## src/rtl/ppu_issue_ctrl.sv

```systemverilog
// ppu_issue_ctrl: round-robin, credit-based issue of NREQ requesters into one fixed-latency ppu core.
// Optional PPU_ISSUE_PERF_CNT_EN adds saturating issued/blocked performance counters.
module ppu_issue_ctrl #(
    parameter int N        = 16,
    parameter int NREQ     = 2,
    parameter int TAG_W    = 4,
    parameter int CORE_LAT = 2,
    parameter int DEPTH    = 4,
    parameter int OP_SIZE  = 4,
    localparam int ID_W    = $clog2(NREQ)
) (
    input  logic                    clk,
    input  logic                    rst,
    input  logic [NREQ-1:0]         i_req_valid,
    output logic [NREQ-1:0]         o_req_ready,
    input  logic [NREQ*N-1:0]       i_req_p1,
    input  logic [NREQ*N-1:0]       i_req_p2,
    input  logic [NREQ*OP_SIZE-1:0] i_req_op,
    input  logic [NREQ*TAG_W-1:0]   i_req_tag,
    output logic [N-1:0]            o_core_p1,
    output logic [N-1:0]            o_core_p2,
    output logic [OP_SIZE-1:0]      o_core_op,
    output logic                    o_core_stall,
    input  logic [N-1:0]            i_core_pout,
    output logic                    o_rsp_valid,
    input  logic                    i_rsp_ready,
    output logic [N-1:0]            o_rsp_pout,
    output logic [ID_W-1:0]         o_rsp_id,
    output logic [TAG_W-1:0]        o_rsp_tag
`ifdef PPU_ISSUE_PERF_CNT_EN
    ,
    output logic [31:0]             o_perf_issued,
    output logic [31:0]             o_perf_blocked
`endif
);
    localparam int CNT_W = $clog2(DEPTH + 1);
    localparam int PTR_W = (DEPTH > 1) ? $clog2(DEPTH) : 1;

    logic [ID_W-1:0]  r_rr, w_gnt;
    logic             w_any, w_can, w_issue, w_push, w_pop;
    logic [CNT_W-1:0] r_count, w_infl;
    logic [PTR_W-1:0] r_wr, r_rd;
    logic             r_pv   [CORE_LAT];
    logic [ID_W-1:0]  r_pid  [CORE_LAT];
    logic [TAG_W-1:0] r_ptag [CORE_LAT];
    logic [N-1:0]     r_mpout[DEPTH];
    logic [ID_W-1:0]  r_mid  [DEPTH];
    logic [TAG_W-1:0] r_mtag [DEPTH];

    function automatic logic [PTR_W-1:0] f_inc(input logic [PTR_W-1:0] p);
        return (p == PTR_W'(DEPTH - 1)) ? '0 : p + PTR_W'(1);
    endfunction

    always_comb begin
        w_any = 1'b0;
        w_gnt = '0;
        for (int k = 0; k < NREQ; k++)
            if (!w_any && i_req_valid[(int'(r_rr) + k) % NREQ]) begin
                w_any = 1'b1;
                w_gnt = ID_W'((int'(r_rr) + k) % NREQ);
            end
    end

    always_comb begin
        w_infl = '0;
        for (int k = 0; k < CORE_LAT; k++)
            w_infl = w_infl + CNT_W'(r_pv[k]);
    end

    // every op reserves a FIFO slot from issue until it is popped, so pushes never overflow
    assign w_can   = !rst && ((int'(r_count) + int'(w_infl)) < DEPTH);
    assign w_issue = w_any && w_can;

    always_comb begin
        o_req_ready = '0;
        if (w_issue)
            o_req_ready[w_gnt] = 1'b1;
    end

    assign o_core_p1    = w_issue ? i_req_p1[w_gnt*N +: N] : '0;
    assign o_core_p2    = w_issue ? i_req_p2[w_gnt*N +: N] : '0;
    assign o_core_op    = w_issue ? i_req_op[w_gnt*OP_SIZE +: OP_SIZE] : '0;
    assign o_core_stall = 1'b0;

    assign w_push      = r_pv[CORE_LAT-1];
    assign o_rsp_valid = (r_count != '0);
    assign w_pop       = o_rsp_valid && i_rsp_ready;
    assign o_rsp_pout  = r_mpout[r_rd];
    assign o_rsp_id    = r_mid[r_rd];
    assign o_rsp_tag   = r_mtag[r_rd];

    always_ff @(posedge clk) begin
        if (rst) begin
            r_rr    <= '0;
            r_wr    <= '0;
            r_rd    <= '0;
            r_count <= '0;
            for (int k = 0; k < CORE_LAT; k++)
                r_pv[k] <= 1'b0;
        end else begin
            if (w_issue)
                r_rr <= (w_gnt == ID_W'(NREQ - 1)) ? '0 : w_gnt + ID_W'(1);
            r_pv[0] <= w_issue;
            for (int k = 1; k < CORE_LAT; k++)
                r_pv[k] <= r_pv[k-1];
            if (w_push)
                r_wr <= f_inc(r_wr);
            if (w_pop)
                r_rd <= f_inc(r_rd);
            r_count <= r_count + CNT_W'(w_push) - CNT_W'(w_pop);
        end
    end

    always_ff @(posedge clk) begin
        r_pid[0]  <= w_gnt;
        r_ptag[0] <= i_req_tag[w_gnt*TAG_W +: TAG_W];
        for (int k = 1; k < CORE_LAT; k++) begin
            r_pid[k]  <= r_pid[k-1];
            r_ptag[k] <= r_ptag[k-1];
        end
        if (w_push) begin
            r_mpout[r_wr] <= i_core_pout;
            r_mid[r_wr]   <= r_pid[CORE_LAT-1];
            r_mtag[r_wr]  <= r_ptag[CORE_LAT-1];
        end
    end

    always_ff @(posedge clk)
        if (!rst)
            assert (!(w_push && !w_pop && r_count == CNT_W'(DEPTH)));

`ifdef PPU_ISSUE_PERF_CNT_EN
    logic [31:0] r_pi, r_pb;

    always_ff @(posedge clk) begin
        if (rst) begin
            r_pi <= '0;
            r_pb <= '0;
        end else begin
            if (w_issue && !(&r_pi))
                r_pi <= r_pi + 32'd1;
            if ((|i_req_valid) && !w_can && !(&r_pb))
                r_pb <= r_pb + 32'd1;
        end
    end

    assign o_perf_issued  = r_pi;
    assign o_perf_blocked = r_pb;
`endif
endmodule

```

## config.mk

```make
export PLATFORM = sky130hd
export DESIGN_NAME = ppu_issue_ctrl
export DESIGN_NICKNAME = d
export VERILOG_FILES = /design/src/rtl/ppu_issue_ctrl.sv
export SDC_FILE = /design/constraint.sdc
export NUM_CORES = 1
export LEC_CHECK = 0
export CAP_MARGIN = 20
export CORE_MARGIN = 2
export CORE_UTILIZATION = 27
export CTS_CLUSTER_SIZE = 28
export DETAILED_ROUTE_END_ITERATION = 8
export PLACE_DENSITY = 0.57
export SYNTH_ARGS = -nofsm -noshare
export SYNTH_HDL_FRONTEND = slang
export SYNTH_SLANG_ARGS = --single-unit
```

## constraint.sdc

```tcl
create_clock -name clk -period 4.35 [get_ports clk]
set_clock_uncertainty 0.2 [all_clocks]
set_input_delay 0.87 -clock clk [delete_from_list [all_inputs] [get_ports clk]]
set_output_delay 0.87 -clock clk [all_outputs]
set_load 0.01 [all_outputs]
```

==> results of run 1 <==
-- stage by stage --
stage	instance area, µm²	setup slack (ps)	power, mW
after global routing	6700	210	2.94
after floorplan	4440	1590	1.63
after detailed placement	6390	320	2.04
after global placement	6290	337	2.02
final	6700	380	2.79
after CTS	6670	243	2.83
-- kinds of logic after synthesis --
| kind of cell | count (synthesis) | synth area share [%] |
|---|---|---|
| AO/OA/AOI/OAI | 46 | 6.42 |
| flip-flops | 106 | 66.7 |
| AND/OR/NAND/NOR | 107 | 9.80 |
| buffers and inverters | 29 | 2.98 |
| adder cells (fa/ha/maj) | 10 | 2.98 |
| XOR/XNOR | 1 | 0.197 |
| multiplexers | 22 | 10.9 |
| other | 1 | 0.0844 |
-- cells in the final DEF, fill, tap and decap left out, drive strengths merged --
cell           instances
dfxtp                 22
nand3                  1
xor2                   1
and2                   4
fa                     1
o211a                  1
or2                    1
ha                     9
buf                   10
edfxtp                84
nand2                 87
and4b                  1
or3                    2
nor2                   7
o21ai                  3
a211oi                 1
mux4                  21
inv                   14
conb                   1
mux2i                  1
clkbuf                10
a21o                   1
clkdlybuf4s50        160
nor2b                  3
nor3                   1
clkinv                 3
a21oi                 40
-- worst paths after layout --
kind | startpoint | to | slack, ps | cells past startpoint
worst min register to register | r_ptag[0][0] | r_ptag[0][4] | 130 | 0
worst max register to register | r_count[2] | r_count[2] | 2010 | 9
worst max-delay path | i_req_valid[0] | o_core_p1[10] | 380 | 7
worst min-delay path | r_ptag[0][0] | r_ptag[0][4] | 130 | 0
-- where the power goes --
part           switching, mW  leakage, nW  total (mW)  internal [mW]
logic                  0.355         1.27       0.820          0.465
registers             0.0338        0.943        1.19           1.16
clock network          0.376        0.141       0.779          0.403
total                  0.765         2.36        2.79           2.03
-- state kept, by name, indices dropped and copies added, names as in the netlist, named ones only --
register / cells
r_count: 3
r_mid: 4
r_mpout: 64
r_mtag: 16
r_pid: 2
r_ptag: 8
r_pv: 2
r_rd: 2
r_rr: 1
r_wr: 2
-- worst max-delay path: stages --
cell,delay (ps)
sky130_fd_sc_hd__clkdlybuf4s50_1,500
sky130_fd_sc_hd__inv_1,80
sky130_fd_sc_hd__o21ai_4,120
sky130_fd_sc_hd__buf_4,380
sky130_fd_sc_hd__nand2_1,90
sky130_fd_sc_hd__a21oi_1,260
sky130_fd_sc_hd__clkdlybuf4s50_1,590
-- layout make-up --
class                   instances  area [µm²]
fillers                      1513        9300
flip-flops and latches        106        2960
repair buffers                170        1780
multi-input cells             187        1360
well taps                     216         270
clock buffers                  10         229
clock inverters                 6        57.6
inverters                      11        41.3
-- metal layers --
layer | vias up | track usage (%) | wire (µm)
met4 | 0 | 4.00 | 159
met2 | 145 | 22.4 | 5360
met1 | 1450 | 14.0 | 4400
li1 | 1481 | - | -
met3 | 12 | 4.58 | 902
met5 | - | 0 | 0
==> results.py, run 1 <==
metrics = {
    "synth": {
        "netlist_area_um2": 4440,
        "syn_nets": 433,
        "number_of_flops_mapped_to_enable_cells_by_yosys": 84,
        "synthArstFlopShare_pct": 0,
        "synth.yosys.seq_area_share_pct": 66.7,
        "synth.ff_latch_count": 106,
        "synth.top_cell.area_share_pct": 56.8,
        "synth.yosys.warnings": 0,
        "synth_top_flop_cell": "sky130_fd_sc_hd__edfxtp_1",
        "netlist_top_cells_area": "sky130_fd_sc_hd__edfxtp_1 (57%), sky130_fd_sc_hd__mux4_2 (11%), sky130_fd_sc_hd__dfxtp_1 (9.9%)",
        "syn-instance-count": 322,
        "synth_commonest_cells": "sky130_fd_sc_hd__nand2_1 (87), sky130_fd_sc_hd__edfxtp_1 (84), sky130_fd_sc_hd__a21oi_1 (30)",
        "synth_top_cell_by_area": "sky130_fd_sc_hd__edfxtp_1",
        "synth.avg_cell_area_um2": 13.8,
        "number_of_distinct_library_cells_after_synthesis": 30,
        "yosys.cell_count.top_type": "sky130_fd_sc_hd__nand2_1",
    },
    "route": {
        "via_per_inst": 4.37,
        "drt_first_iter_violations": 110,
        "post_detailed_route_drc_marker_count": 0,
        "route.final.wire_length_um": 10800,
        "routed_wl_per_cell_um": 15.3,
        "routed-via-count": 3088,
        "drt_pre_antenna_iters": 4,
        "number_of_nets_with_antenna_violations_after_routing": 0,
    },
    "hold_path": {
        "timing.hold.worst.class": "register to register",
    },
    "place": {
        "hpwl_um": 7770,
        "count_of_input_and_output_buffers": 160,
        "globalplace.congestion": 0.805,
        "place_inst": 689,
    },
    "worst_setup_path": {
        "critPathMaxFanout": 41,
        "setup.worst_path.end_class": "primary output",
        "critical_path_required_ps": 3280,
        "setup.worst_path.start_class": "input pin",
        "crit_arrival_ps": 2900,
        "worst-setup-path-type": "input pin to primary output",
    },
    "die": {
        "dieWidth_um": 132,
        "core_area_um2": 16000,
        "design.die.area_um2": 17500,
        "row_count": 46,
        "top_level_ports": 162,
        "die-height_um": 132,
        "starting_utilization_of_the_core_area_pct": 27.8,
    },
    "cts": {
        "tritoncts_clock_tree": "built",
        "cts_htree_levels": 3,
        "post_cts_resize_count": 0,
        "clock_latency_reported_for_the_late_side_of_the_worst_skew_pair_ps": 340,
        "clock_path_buffers": 2,
        "clock_sink_count": 106,
        "cts_setup_buffers": 0,
        "tritoncts.num_buffers": 9,
        "hold_buffers": 0,
        "worst_setup_hold_path_clk_slew_ps": 70,
        "cts_root_buf": "sky130_fd_sc_hd__clkbuf_16",
    },
    "finish": {
        "nNetsFinal": 596,
        "utilization_after_layout_pct": 41.9,
        "final_layout_size_suffix_gt1_share_pct": 11.8,
        "instances_no_fill": 706,
        "areaGrowthSynthToFinish_pct": 50.8,
        "insertedDiodeCount": 0,
    },
    "timing": {
        "slew-limit-headroom_pct": 57.6,
        "finalCritPeriodShare_pct": 91.3,
        "grt_setup_unrepaired": "false",
        "max_slew_vio_count": 0,
        "worst_slew_pin_slew_ps": 635,
        "timing.hold.ws_ps": 129,
        "post-route-min-period_ps": 3970,
        "clock.fmax_mhz": 252,
        "report.final.setup_viol": 0,
        "hold_violations": 0,
        "setup-tns-final_ps": 0,
    },
    "status": {
        "run_status": "completed",
    },
    "grt": {
        "grt_start_max_net_pins": 42,
        "grt_pass1_wl_um": 17300,
        "first_global_vias": 3399,
        "grt.total_usage_pct": 12.6,
        "grt_overflow_total": 0,
        "grt_antenna_before_repair": 0,
    },
    "pwr": {
        "cellLeakagePower_nw": 2.36,
        "ir_worst_vdd_uv": 179,
        "power_density_nw_per_um2": 417,
    },
    "run": {
        "max_cap_viols": 0,
    },
}
No activity file was read; power rests on OpenSTA's default activity.
==> run 2: changes to the inputs <==
--- a/config.mk
+++ b/config.mk
@@ -7,10 +7,10 @@
 export LEC_CHECK = 0
 export CAP_MARGIN = 20
 export CORE_MARGIN = 2
-export CORE_UTILIZATION = 27
+export CORE_UTILIZATION = 35
 export CTS_CLUSTER_SIZE = 28
 export DETAILED_ROUTE_END_ITERATION = 8
-export PLACE_DENSITY = 0.57
+export PLACE_DENSITY = 0.69
 export SYNTH_ARGS = -nofsm -noshare
 export SYNTH_HDL_FRONTEND = slang
 export SYNTH_SLANG_ARGS = --single-unit
==> results.py, run 2 (same netlist as run 1, synthesis figures left out) <==
metrics = {
    "route": {
        "detailroute.wirelength.met2_um": 4870,
        "via_per_inst": 4.62,
        "highest-signal-layer": "met4",
        "post_detailed_route_drc_marker_count": 0,
        "routed-via-count": 3052,
        "met3RoutedLength_um": 1040,
        "number_of_nets_with_antenna_violations_after_routing": 0,
        "drt_pre_antenna_iters": 4,
        "route.final.wire_length_um": 10100,
        "route.layer.met1.wl_um": 4040,
        "routed_wl_per_cell_um": 15.2,
        "drt_first_iter_violations": 163,
    },
    "cts": {
        "hold_buffers": 0,
        "cts_htree_levels": 3,
        "tritoncts_clock_tree": "built",
        "cts_setup_buffers": 0,
        "post_cts_resize_count": 0,
        "clock_sink_count": 106,
        "tritoncts.num_buffers": 9,
        "cts_root_buf": "sky130_fd_sc_hd__clkbuf_16",
        "clock_path_buffers": 2,
        "worst_setup_hold_path_clk_slew_ps": 60,
        "clock_latency_reported_for_the_late_side_of_the_worst_skew_pair_ps": 330,
    },
    "timing": {
        "report.final.setup_viol": 0,
        "grt_setup_unrepaired": "false",
        "finalCritPeriodShare_pct": 90.3,
        "slew-limit-headroom_pct": 29.8,
        "post-route-min-period_ps": 3930,
        "worst_slew_pin_slew_ps": 1050,
        "setup-tns-final_ps": 0,
        "timing.hold.ws_ps": 127,
        "max_slew_vio_count": 0,
        "hold_violations": 0,
        "clock.fmax_mhz": 254,
    },
    "run": {
        "max_cap_viols": 0,
    },
    "finish": {
        "top_register": "r_mpout",
        "insertedDiodeCount": 0,
        "stdcell_area_um2": 6600,
        "nNetsFinal": 595,
        "instances_no_fill": 661,
        "commonest_cells_after_routing_fill_and_taps_aside": "sky130_fd_sc_hd__clkdlybuf4s50_1 (160), sky130_fd_sc_hd__nand2_1 (87), sky130_fd_sc_hd__edfxtp_1 (84), sky130_fd_sc_hd__a21oi_1 (30), sky130_fd_sc_hd__dfxtp_1 (22)",
        "areaGrowthSynthToFinish_pct": 48.5,
        "largest_register_ffs": 64,
        "final_layout_size_suffix_gt1_share_pct": 11.2,
        "layout_top_registers": "r_mpout (64), r_mtag (16), r_ptag (8)",
        "final_common_cell": "sky130_fd_sc_hd__clkdlybuf4s50_1",
    },
    "place": {
        "globalplace.congestion": 0.880,
        "hpwl_um": 7220,
        "count_of_input_and_output_buffers": 160,
        "detailed_place.area_um2": 6230,
        "place_inst": 641,
    },
    "worst_setup_path": {
        "setup.worst_path.end_class": "primary output",
        "critical_path_required_ps": 3280,
        "critPathMaxFanout": 41,
        "crit_arrival_ps": 2860,
        "setup.worst_path.start_class": "input pin",
        "worst-setup-path-type": "input pin to primary output",
        "timing.reg2reg.setup_slack_ps": 2030,
    },
    "grt": {
        "first_global_vias": 3061,
        "grt_antenna_before_repair": 0,
        "grt_overflow_total": 0,
        "grt_start_max_net_pins": 42,
        "grt.total_usage_pct": 15.0,
        "grt_pass1_wl_um": 15400,
    },
    "hold_path": {
        "timing.hold.worst.class": "register to register",
    },
    "pwr": {
        "power_density_nw_per_um2": 413,
        "ir_worst_vdd_uv": 258,
        "cellLeakagePower_nw": 2.33,
    },
    "die": {
        "dieWidth_um": 117,
        "core_area_um2": 12500,
        "die-height_um": 117,
        "starting_utilization_of_the_core_area_pct": 35.5,
        "design.die.area_um2": 13600,
        "top_level_ports": 162,
        "row_count": 41,
    },
    "status": {
        "run_status": "completed",
    },
}
[run 2: cell count changes in the layout (fill, tap and decap cells not counted), sizes merged]
cell	before	now
buf	10	9
clkbuf	10	9
clkinv	3	6
clkinvlp	0	1
inv	14	11
[run 2: worst paths after layout]
path,start,end,depth (start not counted)
max,i_req_valid[0],o_core_op[3],7
min,r_ptag[0][0],r_ptag[0][4],0
max reg2reg,r_count[2],r_count[2],9
min reg2reg,r_ptag[0][0],r_ptag[0][4],0
[run 2: critical path, cell delays in order]
cell	delay, ps
sky130_fd_sc_hd__clkdlybuf4s50_1	500
sky130_fd_sc_hd__inv_1	60
sky130_fd_sc_hd__o21ai_2	130
sky130_fd_sc_hd__buf_4	380
sky130_fd_sc_hd__nand2_1	110
sky130_fd_sc_hd__a21oi_1	230
sky130_fd_sc_hd__clkdlybuf4s50_1	570
[run 2: metrics by stage]
stage	util, %	power, mW	setup WS, ps
final	52.7	2.73	420
after global routing	52.7	2.88	287
after CTS	51.9	2.75	277
after detailed placement	49.8	2.02	373
after global placement	49.8	2.01	400
after floorplan	-	1.63	1590
[run 2: cell type report]
type | instances | area, µm²
timing repair buffer | 169 | 1750
multi-input combinational | 187 | 1360
inverter | 11 | 41.3
tap | 172 | 215
clock inverter | 7 | 45.0
sequential | 106 | 2960
fill | 1112 | 5920
clock buffer | 9 | 225
[run 2: where the power goes]
part / internal, mW / total (mW) / leakage [nW] / switching, mW
clock: 0.386 / 0.722 / 0.129 / 0.336
combinational: 0.462 / 0.812 / 1.26 / 0.350
sequential: 1.16 / 1.19 / 0.943 / 0.0333
[run 2: metal layers]
| layer | vias up | global-route usage, % |
|---|---|---|
| met3 | 10 | 6.23 |
| met5 | - | 0 |
| met1 | 1411 | 17.6 |
| met4 | 0 | 3.76 |
| met2 | 140 | 25.5 |
| li1 | 1491 | - |
